==> src/rtl/hazard_stall_ctrl.sv <==
// Hazard/stall controller: load-use, taken-branch flush and MUL/DIV
// occupancy of EX, plus a saturating front-end stall counter.
module hazard_stall_ctrl #(
    parameter int REG_WIDTH  = 5,
    parameter int MD_LATENCY = 4,
    parameter int CNT_WIDTH  = 16
) (
    input  logic                 clk,
    input  logic                 reset,
    input  logic [REG_WIDTH-1:0] ifid_rs1,
    input  logic [REG_WIDTH-1:0] ifid_rs2,
    input  logic [REG_WIDTH-1:0] idex_rd,
    input  logic                 idex_memread,
    input  logic                 idex_md_op,
    input  logic                 branch_taken,
    output logic                 pc_write,
    output logic                 ifid_write,
    output logic                 ifid_flush,
    output logic                 idex_write,
    output logic                 idex_bubble,
    output logic                 exmem_bubble,
    output logic                 md_start,
    output logic                 md_busy,
    output logic [CNT_WIDTH-1:0] stall_cnt
);

    if (MD_LATENCY < 2 || MD_LATENCY > 16) begin : g_bad_latency
        $error("hazard_stall_ctrl: MD_LATENCY must be within 2..16");
    end

    typedef enum logic {
        RUN,
        MD_BUSY
    } state_t;

    // Countdown starts at LATENCY-2: the start cycle and the release
    // cycle are both outside the MD_BUSY stall window.
    localparam logic [3:0] MD_INIT = 4'(MD_LATENCY - 2);

    state_t     state;
    state_t     state_nxt;
    logic [3:0] md_cnt;
    logic [3:0] md_cnt_nxt;
    logic       load_use;

    assign load_use = idex_memread
                   && (idex_rd != '0)
                   && ((idex_rd == ifid_rs1) || (idex_rd == ifid_rs2));

    always_comb begin
        pc_write     = 1'b1;
        ifid_write   = 1'b1;
        ifid_flush   = 1'b0;
        idex_write   = 1'b1;
        idex_bubble  = 1'b0;
        exmem_bubble = 1'b0;
        md_start     = 1'b0;
        md_busy      = 1'b0;
        state_nxt    = state;
        md_cnt_nxt   = md_cnt;
        if (!reset) begin
            unique case (state)
                RUN: begin
                    if (branch_taken) begin
                        ifid_flush  = 1'b1;
                        idex_bubble = 1'b1;
                    end else if (idex_md_op) begin
                        md_start     = 1'b1;
                        pc_write     = 1'b0;
                        ifid_write   = 1'b0;
                        idex_write   = 1'b0;
                        exmem_bubble = 1'b1;
                        md_cnt_nxt   = MD_INIT;
                        state_nxt    = MD_BUSY;
                    end else if (load_use) begin
                        pc_write    = 1'b0;
                        ifid_write  = 1'b0;
                        idex_bubble = 1'b1;
                    end
                end
                MD_BUSY: begin
                    md_busy = 1'b1;
                    if (md_cnt != 4'd0) begin
                        pc_write     = 1'b0;
                        ifid_write   = 1'b0;
                        idex_write   = 1'b0;
                        exmem_bubble = 1'b1;
                        md_cnt_nxt   = md_cnt - 4'd1;
                    end else begin
                        state_nxt = RUN;
                    end
                end
            endcase
        end
    end

    always_ff @(posedge clk) begin
        if (reset) begin
            state     <= RUN;
            md_cnt    <= 4'd0;
            stall_cnt <= '0;
        end else begin
            state  <= state_nxt;
            md_cnt <= md_cnt_nxt;
            if (!pc_write && (stall_cnt != '1))
                stall_cnt <= stall_cnt + CNT_WIDTH'(1);
        end
    end

endmodule

==> config.mk <==
export PLATFORM = sky130hd
export DESIGN_NAME = hazard_stall_ctrl
export DESIGN_NICKNAME = d
export VERILOG_FILES = /design/src/rtl/hazard_stall_ctrl.sv
export SDC_FILE = /design/constraint.sdc
export NUM_CORES = 1
export LEC_CHECK = 0
export CAP_MARGIN = 10
export CORE_MARGIN = 5
export CORE_UTILIZATION = 25
export CTS_CLUSTER_DIAMETER = 60
export DETAILED_ROUTE_END_ITERATION = 10
export GPL_TIMING_DRIVEN = 0
export PLACE_DENSITY = 0.52
export SLEW_MARGIN = 10
export SYNTH_ARGS = -nofsm -noshare
export SYNTH_HDL_FRONTEND = slang
export SYNTH_SLANG_ARGS = --single-unit
==> constraint.sdc <==
create_clock -name clk -period 2.4 [get_ports clk]
set_input_delay 0.48 -clock clk [delete_from_list [all_inputs] [get_ports clk]]
set_output_delay 0.48 -clock clk [all_outputs]
set_load 0.005 [all_outputs]
# Yosys cells after proc, flatten, opt, wreduce, memory -nomap -nowiden

Cells that the tools add are included.

Add/subtract/negate cells: 2
Reductions and logical operators: 8
Multiplexer cells: 31
Equal/unequal tests: 6
Bitwise logic cells: 1

Operators by type and width:

| operator                                                                 | number |
|---|---|
| 1-bit two-way mux                                                        | 24 |
| 16-bit by 1-bit adder with 16-bit output (second input constant)         | 1 |
| 16-bit inequality test (second input constant)                           | 1 |
| 4-bit two-way mux                                                        | 3 |
| 5-bit equality test                                                      | 2 |
| 4-bit case mux with 2 select lines                                       | 1 |
| 1-bit case mux with 2 select lines                                       | 3 |
| 5-bit nonzero test                                                       | 1 |
| 2-bit inequality test (second input constant)                            | 2 |
| 4-bit nonzero test                                                       | 1 |
| 4-bit by 1-bit subtractor with 4-bit output (second input constant)      | 1 |
| 1-bit logical AND                                                        | 3 |
| 3-bit AND reduction                                                      | 1 |
| 2-bit by 1-bit inequality test with 1-bit output (second input constant) | 1 |
| 1-bit logical NOT                                                        | 1 |
| 1-bit logical OR                                                         | 1 |
| 1-bit inverter                                                           | 1 |

Word-level logic and storage cells: 51
Output and inout bits: 24
Input port bits: 20
Register bits: 21

# Logic depth before layout (Yosys ltp)

Gate-level depths: netlist (run 1).

Depth after elaboration: 10
Depth in mapped cells: 9
Mapped depth without buffers: 7

# Worst setup path before layout (run 1)

No wires, ideal clock.

Path kind: input-to-output
Start point: input port idex_rd[1]
End point: output port pc_write
Stages on the path: 4
Slack: 0.226 ns
Buffers on the path: 1
Data arrival time: 1.694 ns
Data required time: 1.920 ns
Path through: or4_1 > o21a_1 > a31oi_2 > buf_4

Word-level cells in the longest chain between the ends: 8
Elaborated cells between the ends (all ways): 11
Classes of those cells: eq/ne (2); mux (5); reduce/logical (4)

Ends and longest elaborated chain:

| element                                                   | line   | RTL |
|---|---|---|
| from (decl)                                               | 12     | `input logic [REG_WIDTH-1:0] idex_rd,` |
| 5-bit equality test or 5-bit nonzero test (tied branches) | 48, 47 |  |
| 1-bit logical OR or 1-bit logical AND (tied branches)     | 48, 47 |  |
| 1-bit logical AND *                                       | 48     | `&& ((idex_rd == ifid_rs1) \|\| (idex_rd == ifid_rs2));` |
| 1-bit two-way mux * (3 in a row)                          | n/a    |  |
| 1-bit case mux with 2 select lines *                      | n/a    |  |
| 1-bit two-way mux *                                       | n/a    |  |
| to (decl)                                                 | 16     | `output logic pc_write,` |

Mark *: on every way between the ends. The rest lies on a longest branch, timed or not.

# Worst setup path after layout (run 1)

Start point: input port idex_rd[1]
End point: output port pc_write

Word-level cells in the longest chain between the ends: 8
Elaborated cells between the ends (all ways): 11
Classes of those cells: eq/ne (2); mux (5); reduce/logical (4)

Ends and longest elaborated chain:

| element                                                   | line   | RTL |
|---|---|---|
| 5-bit equality test or 5-bit nonzero test (tied branches) | 48, 47 |  |
| 1-bit logical OR or 1-bit logical AND (tied branches)     | 48, 47 |  |
| 1-bit logical AND *                                       | 48     |  |
| 1-bit two-way mux *                                       | 75     | `end else if (load_use) begin` |
| 1-bit two-way mux *                                       | 67     | `end else if (idex_md_op) begin` |
| 1-bit two-way mux *                                       | 64     | `if (branch_taken) begin` |
| 1-bit case mux with 2 select lines *                      | 62     | `unique case (state)` |
| 1-bit two-way mux *                                       | 61     | `if (!reset) begin` |

Marks and branches as above.

==> results of run 1 <==
-- cell families (layout without fill, tap and decap cells) --
kind of cell,Yosys count,count (layout)
buf+inv,11,69
mux,2,2
fa+ha+maj,3,3
compound gates,41,41
flops,21,21
xor+xnor,12,12
simple gates,56,56
-- flip-flops by register name, summed over array words and instances, names as in the netlist --
| register | flops |
|---|---|
| state | 1 |
| md_cnt | 4 |
| stall_cnt | 16 |
-- worst max path at each step --
stage               slack [ns]  depth (start not counted)  startpoint  endpoint
floorplan                 0.23                          4  idex_rd[1]  pc_write
global placement         -0.82                          6  idex_rd[1]  pc_write
detailed placement       -0.84                          6  idex_rd[1]  pc_write
CTS                      -0.18                          7  idex_rd[1]  pc_write
global route            -0.005                          4       reset   md_busy
finish                    0.06                          7  idex_rd[1]  pc_write
-- where the power goes --
part	total, mW	internal (mW)	switching [mW]	leakage [nW]
clock network	0.233	0.116	0.117	0.0255
logic	0.203	0.108	0.0952	0.512
registers	0.361	0.355	0.00620	0.170
-- worst min-delay path, stage by stage, from the launching register on --
cell	delay (ns)
dfxtp_1	0.34
o31ai_1	0.07
a21oi_1	0.05
-- synthesized netlist by cell type (4+ instances only) --
master,instances
nand3_1,8
o21ai_0,9
dfxtp_1,21
xnor2_1,10
inv_1,5
a21oi_1,13
nand2_1,8
or4_1,4
nor2_1,9
or3_1,8
-- final cells by class --
cell class	instances	area, sq um
plain buffers	6	57.6
clock buffers	3	41.3
clock inverters	1	5.00
fillers	504	2730
inverters	5	18.8
multi-input cells	114	898
flip-flops and latches	21	422
well taps	67	83.8
repair buffers	54	503
-- through the flow --
step | total power [mW] | instances
after floorplan | 0.452 | 146
after detailed placement | 0.529 | 256
after CTS | 0.777 | 267
after global placement | 0.527 | 256
after global routing | 0.848 | 271
final | 0.797 | 271
-- metal layers --
metal,vias up,track usage [%],share of wire (%)
met5,-,0,0
met4,0,2.03,0.60
met3,2,2.91,4.6
met2,27,19.5,49
met1,636,14.4,45
li1,661,-,-
-- repair_timing --
item / 4_1_cts / 5_1_grt
setup endpoints to repair: 7 / 19
gates cloned: 0 / 1
pin swaps: 5 / 17
setup buffers: 7 / 3
resized for setup: 24 / 53
==> flow_metrics.env, run 1 <==
export IMPL_status="finished clean"
export IMPL_period_share_pct=97.4
export IMPL_vdd_drop_max_v=0.000332
export IMPL_finalSetupViolCount=0
export IMPL_stdcell_area_sq_um=2030
export IMPL_layout_nets=228
export IMPL_synth_top_family_by_area="simple AND/OR/NAND/NOR gates"
export IMPL_ant_nets=0
export IMPL_antenna_cells=0
export IMPL_fin_worst_skew_ns=0.00348
export IMPL_die_area_sq_um=6460
export IMPL_hold_path_class="register to register"
export IMPL_grt_ovfl_total=0
export IMPL_slowest_stage="or4_4"
export IMPL_dp_slack_ns=-0.842
export IMPL_cts_root_buf="clkbuf_8"
export IMPL_gp_congestion=0.740
export IMPL_clk_pin_slew_ns=0.08
export IMPL_final_max_slew_viol_count=0
export IMPL_start_kind="primary input"
export IMPL_routedWlPerCell_um=13.5
export IMPL_cts_buffer_depth=2
export IMPL_synthesis_area_sq_um=1240
export IMPL_yosysTopAreaCellShare_pct=33.9
export IMPL_fp_dieH_um=80.4
export IMPL_finalWirelength_mm=3.66
export IMPL_crit_path_end_kind="output pin"
export IMPL_final_cell_mix="clkdlybuf4s50_1, dfxtp_1, xnor2_1, a21oi_1, buf_4"
export IMPL_syn_avg_cell_area_sq_um=8.48
export IMPL_clock_sinks=21
export IMPL_grt_usage_pct=11.4
export IMPL_ys_top_cells_by_area="dfxtp_1, xnor2_1, a21oi_1"
export IMPL_die_x_um=80.4
export IMPL_synth_top_cell_by_area="dfxtp_1"
export IMPL_route_detailed_drc=0
export IMPL_timing_rr_start="md_cnt[0]"
export IMPL_hold_slack_ns=0.501
export IMPL_synth_main_ff_cell="dfxtp_1"
export IMPL_vias=1326
export IMPL_final_setup_tns_ns=0
export IMPL_crit_fanout=3
export IMPL_syn_inst=146
export IMPL_grt_max_degree=13
export IMPL_synth_seq_cells=21
export IMPL_drt_iter0_markers=40
export IMPL_synth_cell_types=42
export IMPL_p_leak_nw=0.708
export IMPL_hold_path_depth=2
export IMPL_synthXorXnorAreaFrac_pct=8.48
export IMPL_yosysSeqAreaShare_pct=33.9
export IMPL_synth_edf_count=0
export IMPL_async_flop_share_pct=0
export IMPL_antenna_found_initial=0
export IMPL_worstSetupPathType="primary input to output pin"
export IMPL_hold_buffers=0
export IMPL_firstDrtPassIters=4
export IMPL_fmaxAchievable_ghz=0.428
export IMPL_portBuffers=43
export IMPL_syn_num_nets=169
export IMPL_synth_adder_area_share_pct=3.03
export IMPL_crit_required_ns=1.92
export IMPL_fin_util_pct=42.7
export IMPL_clk_insertion_delay_late_ns=0.26
export IMPL_cp_common_cell="buf_6"
export IMPL_r2r_slack_ns=0.14
export IMPL_hpwl_mm=2.67
export IMPL_h_tree_depth=1
export IMPL_worstRegToRegCells=9
export IMPL_rows=25
export IMPL_critPathTopFamily="simple AND/OR/NAND/NOR gates"
export IMPL_ios=44
export IMPL_maxCapViolCount=0
export IMPL_r2r_end="stall_cnt[15]"
export IMPL_syn2layout_area_growth_pct=63.8
export IMPL_worstHoldStart="stall_cnt[14]"
export IMPL_start_util_pct=26.1
export IMPL_hold_viol_final=0
export IMPL_crit_chain="buf_2 > or4_4 > o21a_1 > buf_6 > a31oi_4 > buf_6 > buf_6"
export IMPL_cts_tree="built"
export IMPL_fin_ws_ns=0.0619
export IMPL_yosys_area_share_simple_pct=25.5
export IMPL_synthMuxAreaShare_pct=1.62
export IMPL_slew_headroom_pct=59.0
export IMPL_drive_above_1_share_pct=27.0
export IMPL_power_density_nw_per_um2=393
export IMPL_cts_buffers=3
export IMPL_core_sq_um=4750
export IMPL_fin_crit_ns=2.34
export IMPL_viasPerCell=4.89
export IMPL_max_stage_delay_ns=0.52
export IMPL_grt_pass1_wl_mm=5.86
export IMPL_yosys_warnings=0
export IMPL_layout_commonest_cell="clkdlybuf4s50_1"
export IMPL_synth_compound_area_share_pct=22.3
export IMPL_worst_pin_slew_ns=0.609
export IMPL_path_buf_inv=4
export IMPL_min_to="stall_cnt[14]"
export IMPL_first_global_vias=1273
export IMPL_placed_area_sq_um=1750
export IMPL_crit_arrival_ns=1.86
Power figures use the tool's default switching activity.
==> inputs of run 2 (changes only) <==
==> constraint.sdc (replaced) <==
create_clock -name clk -period 2.79 [get_ports clk]
set_input_delay 0.558 -clock clk [delete_from_list [all_inputs] [get_ports clk]]
set_output_delay 0.558 -clock clk [all_outputs]
set_load 0.005 [all_outputs]
==> flow_metrics.env, run 2 (synthesized netlist as in run 1, its figures left out) <==
export IMPL_status="finished clean"
export IMPL_hold_path_class="register to register"
export IMPL_hpwl_mm=2.67
export IMPL_drt_iter0_markers=43
export IMPL_instances_no_fill=265
export IMPL_clk_insertion_delay_late_ns=0.26
export IMPL_hold_path_depth=2
export IMPL_dp_cells=256
export IMPL_viasPerCell=4.90
export IMPL_syn2layout_area_growth_pct=51.1
export IMPL_grt_ovfl_total=0
export IMPL_antenna_found_initial=0
export IMPL_route_detailed_drc=0
export IMPL_largest_register="stall_cnt"
export IMPL_worst_pin_slew_ns=0.608
export IMPL_vias=1299
export IMPL_core_sq_um=4750
export IMPL_firstDrtPassIters=4
export IMPL_layout_nets=222
export IMPL_stdcell_area_sq_um=1870
export IMPL_cts_root_buf="clkbuf_8"
export IMPL_min_to="stall_cnt[14]"
export IMPL_top_regs="stall_cnt x16, md_cnt x4, state x1"
export IMPL_r2r_end="stall_cnt[15]"
export IMPL_fin_crit_ns=2.74
export IMPL_cts_tree="built"
export IMPL_finalSetupViolCount=0
export IMPL_hold_slack_ns=0.499
export IMPL_grt_pass1_wl_mm=5.84
export IMPL_period_share_pct=98.4
export IMPL_ant_nets=0
export IMPL_vdd_drop_max_v=0.000291
export IMPL_final_max_slew_viol_count=0
export IMPL_worstRegToRegCells=8
export IMPL_power_density_nw_per_um2=351
export IMPL_clock_sinks=21
export IMPL_clk_pin_slew_ns=0.07
export IMPL_crit_path_end_kind="output pin"
export IMPL_power_switching_uw=171
export IMPL_seq_power_share_pct=47.4
export IMPL_rows=25
export IMPL_start_util_pct=26.1
export IMPL_cts_buffers=3
export IMPL_final_cell_mix="clkdlybuf4s50_1, dfxtp_1, a21oi_1, xnor2_1, nor2_1"
export IMPL_cellInternalPower_uw=485
export IMPL_grt_usage_pct=11.3
export IMPL_h_tree_depth=1
export IMPL_die_area_sq_um=6460
export IMPL_crit_required_ns=2.23
export IMPL_layout_commonest_cell="clkdlybuf4s50_1"
export IMPL_p_leak_nw=0.617
export IMPL_routedWlPerCell_um=12.8
export IMPL_finalWirelength_mm=3.40
export IMPL_hold_viol_final=0
export IMPL_drive_above_1_share_pct=13.1
export IMPL_grt_max_degree=13
export IMPL_fin_util_pct=39.4
export IMPL_fin_worst_skew_ns=0.00422
export IMPL_largest_reg_flops=16
export IMPL_crit_arrival_ns=2.19
export IMPL_timing_rr_start="md_cnt[0]"
export IMPL_worstHoldStart="stall_cnt[14]"
export IMPL_rsz0062_at_grt="true"
export IMPL_maxCapViolCount=0
export IMPL_start_kind="primary input"
export IMPL_placed_area_sq_um=1750
export IMPL_fp_dieH_um=80.4
export IMPL_final_setup_tns_ns=0
export IMPL_ios=44
export IMPL_hold_buffers=0
export IMPL_portBuffers=43
export IMPL_fill_cells=512
export IMPL_crit_fanout=4
export IMPL_antenna_cells=0
export IMPL_slew_headroom_pct=59.1
export IMPL_clkPwrFrac_pct=30.0
export IMPL_die_x_um=80.4
export IMPL_cts_buffer_depth=2
export IMPL_switching_share_pct=26.1
export IMPL_pwr_share_comb_pct=22.6
export IMPL_first_global_vias=1283
export IMPL_gp_congestion=0.740
export IMPL_fmaxAchievable_ghz=0.364
export IMPL_r2r_slack_ns=0.59
export IMPL_worstSetupPathType="primary input to output pin"
run 2: changes by cell type in the layout (fill, tap and decap cells not counted), moves of 3 or more:
cell | before | now
a21oi_1 | 9 | 13
a21oi_2 | 4 | 0
buf_6 | 8 | 2
clkbuf_2 | 5 | 0
clkdlybuf4s50_1 | 28 | 34
dlymetal6s2s_1 | 4 | 1
o21ai_0 | 3 | 8
o21ai_2 | 4 | 0
run 2: layer usage:
| metal | GRT usage, % | up-vias | share of wire (%) |
|---|---|---|---|
| met4 | 2.03 | 0 | 0.65 |
| met3 | 2.91 | 2 | 5.1 |
| met2 | 19.5 | 30 | 49 |
| met5 | 0 | - | 0 |
| li1 | - | 652 | - |
| met1 | 14.2 | 615 | 45 |
run 2: through the flow:
step	power (mW)	worst slack, ns
floorplan	0.389	0.460
global placement	0.453	-0.588
detailed placement	0.455	-0.608
global route	0.702	-0.0105
finish	0.656	0.0454
CTS	0.667	0.0252
run 2: timing repair:
item / in CTS / in global routing
setup endpoints to repair: 5 / 11
setup buffers: 6 / 0
resized for setup: 18 / 4
hold endpoints to repair: 0 / 0
pin swaps: 5 / 3
gates cloned: 0 / 0
run 2: final cells by class:
cell class	count	area, sq um	share of cell area (%)
flip-flops and latches	21	420	22.5
clock inverters	1	5.00	0.267
plain buffers	5	37.5	2.01
repair buffers	49	474	25.3
inverters	5	18.8	1.00
multi-input cells	114	791	42.2
well taps	67	83.8	4.48
clock buffers	3	41.3	2.21
run 2: critical path, stage by stage:
cell,delay (ns)
clkdlybuf4s50_1,0.42
nor2b_2,0.18
a311o_1,0.34
nor2_4,0.19
inv_1,0.05
clkdlybuf4s50_1,0.44
run 2: power groups by stage:
stage / combinational (mW) / sequential (mW) / clock [mW]
6_report: 0.148 / 0.311 / 0.197
5_1_grt: 0.163 / 0.312 / 0.227
4_1_cts: 0.149 / 0.311 / 0.207
3_5_place_dp: 0.137 / 0.318 / 0
3_3_place_gp: 0.136 / 0.317 / 0
2_1_floorplan: 0.0723 / 0.317 / 0
run 2: worst max path at each step:
stage,cells past startpoint,startpoint,slack [ns],end
finish,6,branch_taken,0.05,idex_write
global placement,6,idex_rd[1],-0.59,pc_write
CTS,5,branch_taken,0.03,exmem_bubble
detailed placement,6,idex_rd[1],-0.61,pc_write
global route,6,branch_taken,-0.01,idex_write
floorplan,4,idex_rd[1],0.46,pc_write
==> inputs of run 3 (changes only) <==
--- a/config.mk
+++ b/config.mk
@@ -12,6 +12,7 @@
 export DETAILED_ROUTE_END_ITERATION = 10
 export GPL_TIMING_DRIVEN = 0
 export PLACE_DENSITY = 0.52
+export SKIP_LAST_GASP = 1
 export SLEW_MARGIN = 10
 export SYNTH_ARGS = -nofsm -noshare
 export SYNTH_HDL_FRONTEND = slang
==> flow_metrics.env, run 3 (synthesized netlist as in run 1, its figures left out) <==
export IMPL_status="finished clean"
export IMPL_gp_congestion=0.740
export IMPL_viasPerCell=4.88
export IMPL_hpwl_mm=2.67
export IMPL_largest_reg_flops=16
export IMPL_dp_slack_ns=-0.608
export IMPL_fp_dieH_um=80.4
export IMPL_grt_ovfl_total=0
export IMPL_first_global_vias=1283
export IMPL_grt_pass1_wl_mm=5.84
export IMPL_portBuffers=43
export IMPL_grt_max_degree=13
export IMPL_slew_headroom_pct=59.2
export IMPL_crit_chain="clkdlybuf4s50_1 > nor2b_2 > a311o_1 > nor2_4 > inv_1 > clkdlybuf4s50_1"
export IMPL_vdd_drop_max_v=0.000292
export IMPL_rsz0062_at_grt="true"
export IMPL_instances_no_fill=265
export IMPL_placed_area_sq_um=1750
export IMPL_die_area_sq_um=6460
export IMPL_finalSetupViolCount=0
export IMPL_start_util_pct=26.1
export IMPL_grt_usage_pct=11.3
export IMPL_ant_nets=0
export IMPL_fmaxAchievable_ghz=0.364
export IMPL_die_x_um=80.4
export IMPL_maxCapViolCount=0
export IMPL_cts_buffer_depth=2
export IMPL_cts_tree="built"
export IMPL_fill_cells=512
export IMPL_antenna_found_initial=0
export IMPL_layout_commonest_cell="clkdlybuf4s50_1"
export IMPL_firstDrtPassIters=4
export IMPL_hold_viol_final=0
export IMPL_crit_fanout=4
export IMPL_regArea_sq_um=420
export IMPL_final_cell_mix="clkdlybuf4s50_1, dfxtp_1, a21oi_1, xnor2_1"
export IMPL_clk_insertion_delay_late_ns=0.26
export IMPL_largest_register="stall_cnt"
export IMPL_ios=44
export IMPL_dp_cells=256
export IMPL_core_sq_um=4750
export IMPL_power_density_nw_per_um2=351
export IMPL_syn2layout_area_growth_pct=51.1
export IMPL_top_regs="stall_cnt x16, md_cnt x4, state x1"
export IMPL_worstSetupPathType="primary input to output pin"
export IMPL_crit_required_ns=2.23
export IMPL_period_share_pct=98.4
export IMPL_clk_pin_slew_ns=0.08
export IMPL_slowest_stage="clkdlybuf4s50_1"
export IMPL_hold_buffers=0
export IMPL_h_tree_depth=1
export IMPL_rows=25
export IMPL_cts_root_buf="clkbuf_8"
export IMPL_hold_path_class="register to register"
export IMPL_cp_common_cell="clkdlybuf4s50_1"
export IMPL_start_kind="primary input"
export IMPL_stdcell_area_sq_um=1870
export IMPL_p_leak_nw=0.617
export IMPL_fin_ws_ns=0.0454
export IMPL_layout_nets=222
export IMPL_fin_worst_skew_ns=0.00277
export IMPL_multi_input_area_sq_um=791
export IMPL_finalWirelength_mm=3.40
export IMPL_drive_above_1_share_pct=13.1
export IMPL_cts_buffers=3
export IMPL_max_stage_delay_ns=0.44
export IMPL_drt_iter0_markers=43
export IMPL_crit_path_end_kind="output pin"
export IMPL_clock_sinks=21
export IMPL_antenna_cells=0
export IMPL_vias=1293
export IMPL_route_detailed_drc=0
export IMPL_final_max_slew_viol_count=0
export IMPL_fin_crit_ns=2.74
export IMPL_worst_pin_slew_ns=0.607
export IMPL_routedWlPerCell_um=12.8
export IMPL_crit_arrival_ns=2.19
export IMPL_hold_slack_ns=0.502
-- run 3: cell type report --
type / count / share of cell area, %
multi-input cells: 114 / 42.2
repair buffers: 49 / 25.3
flip-flops and latches: 21 / 22.5
well taps: 67 / 4.48
clock buffers: 3 / 2.21
plain buffers: 5 / 2.01
inverters: 5 / 1.00
clock inverters: 1 / 0.267
-- run 3: worst paths after layout --
kind | to | depth (start not counted) | from | slack, ns
worst max-delay path | idex_write | 6 | branch_taken | 0.05
worst min-delay path | stall_cnt[14] | 2 | stall_cnt[14] | 0.50
worst max register to register | stall_cnt[15] | 8 | md_cnt[0] | 0.59
worst min register to register | stall_cnt[14] | 2 | stall_cnt[14] | 0.50
-- run 3: routing by layer --
metal  track usage [%]  up-vias  part of all wire (%)
met5                 0        -                     0
met4              2.03        0                  0.65
met3              2.91        2                   5.0
met2              19.5       31                    49
met1              14.2      608                    45
li1                  -      652                     -
-- run 3: where the power goes --
group,switching (mW),internal (mW),leakage [nW]
Clock,0.0989,0.0993,0.0255
Sequential,0.00534,0.305,0.170
Combinational,0.0679,0.0805,0.422
Total,0.172,0.485,0.617
-- run 3: through the flow --
| stage | TNS, ns | power [mW] | utilization [%] |
|---|---|---|---|
| floorplan | 0 | 0.389 | - |
| global placement | -1.44 | 0.453 | 36.9 |
| detailed placement | -1.49 | 0.455 | 36.9 |
| CTS | 0 | 0.667 | 39.3 |
| global route | -0.0105 | 0.702 | 39.4 |
| finish | 0 | 0.657 | 39.4 |
-- run 3: what timing repair did --
action / CTS / global route
setup buffers: 6 / 0
resized for setup: 18 / 3
pin swaps: 5 / 3
setup endpoints to repair: 5 / 11
-- run 3: critical path: cells and delay by family --
family                 cells  cell delay [ns]
buffers and inverters      3             0.91
and+or+nand+nor            2             0.37
AOI/OAI and AO/OA          1             0.34
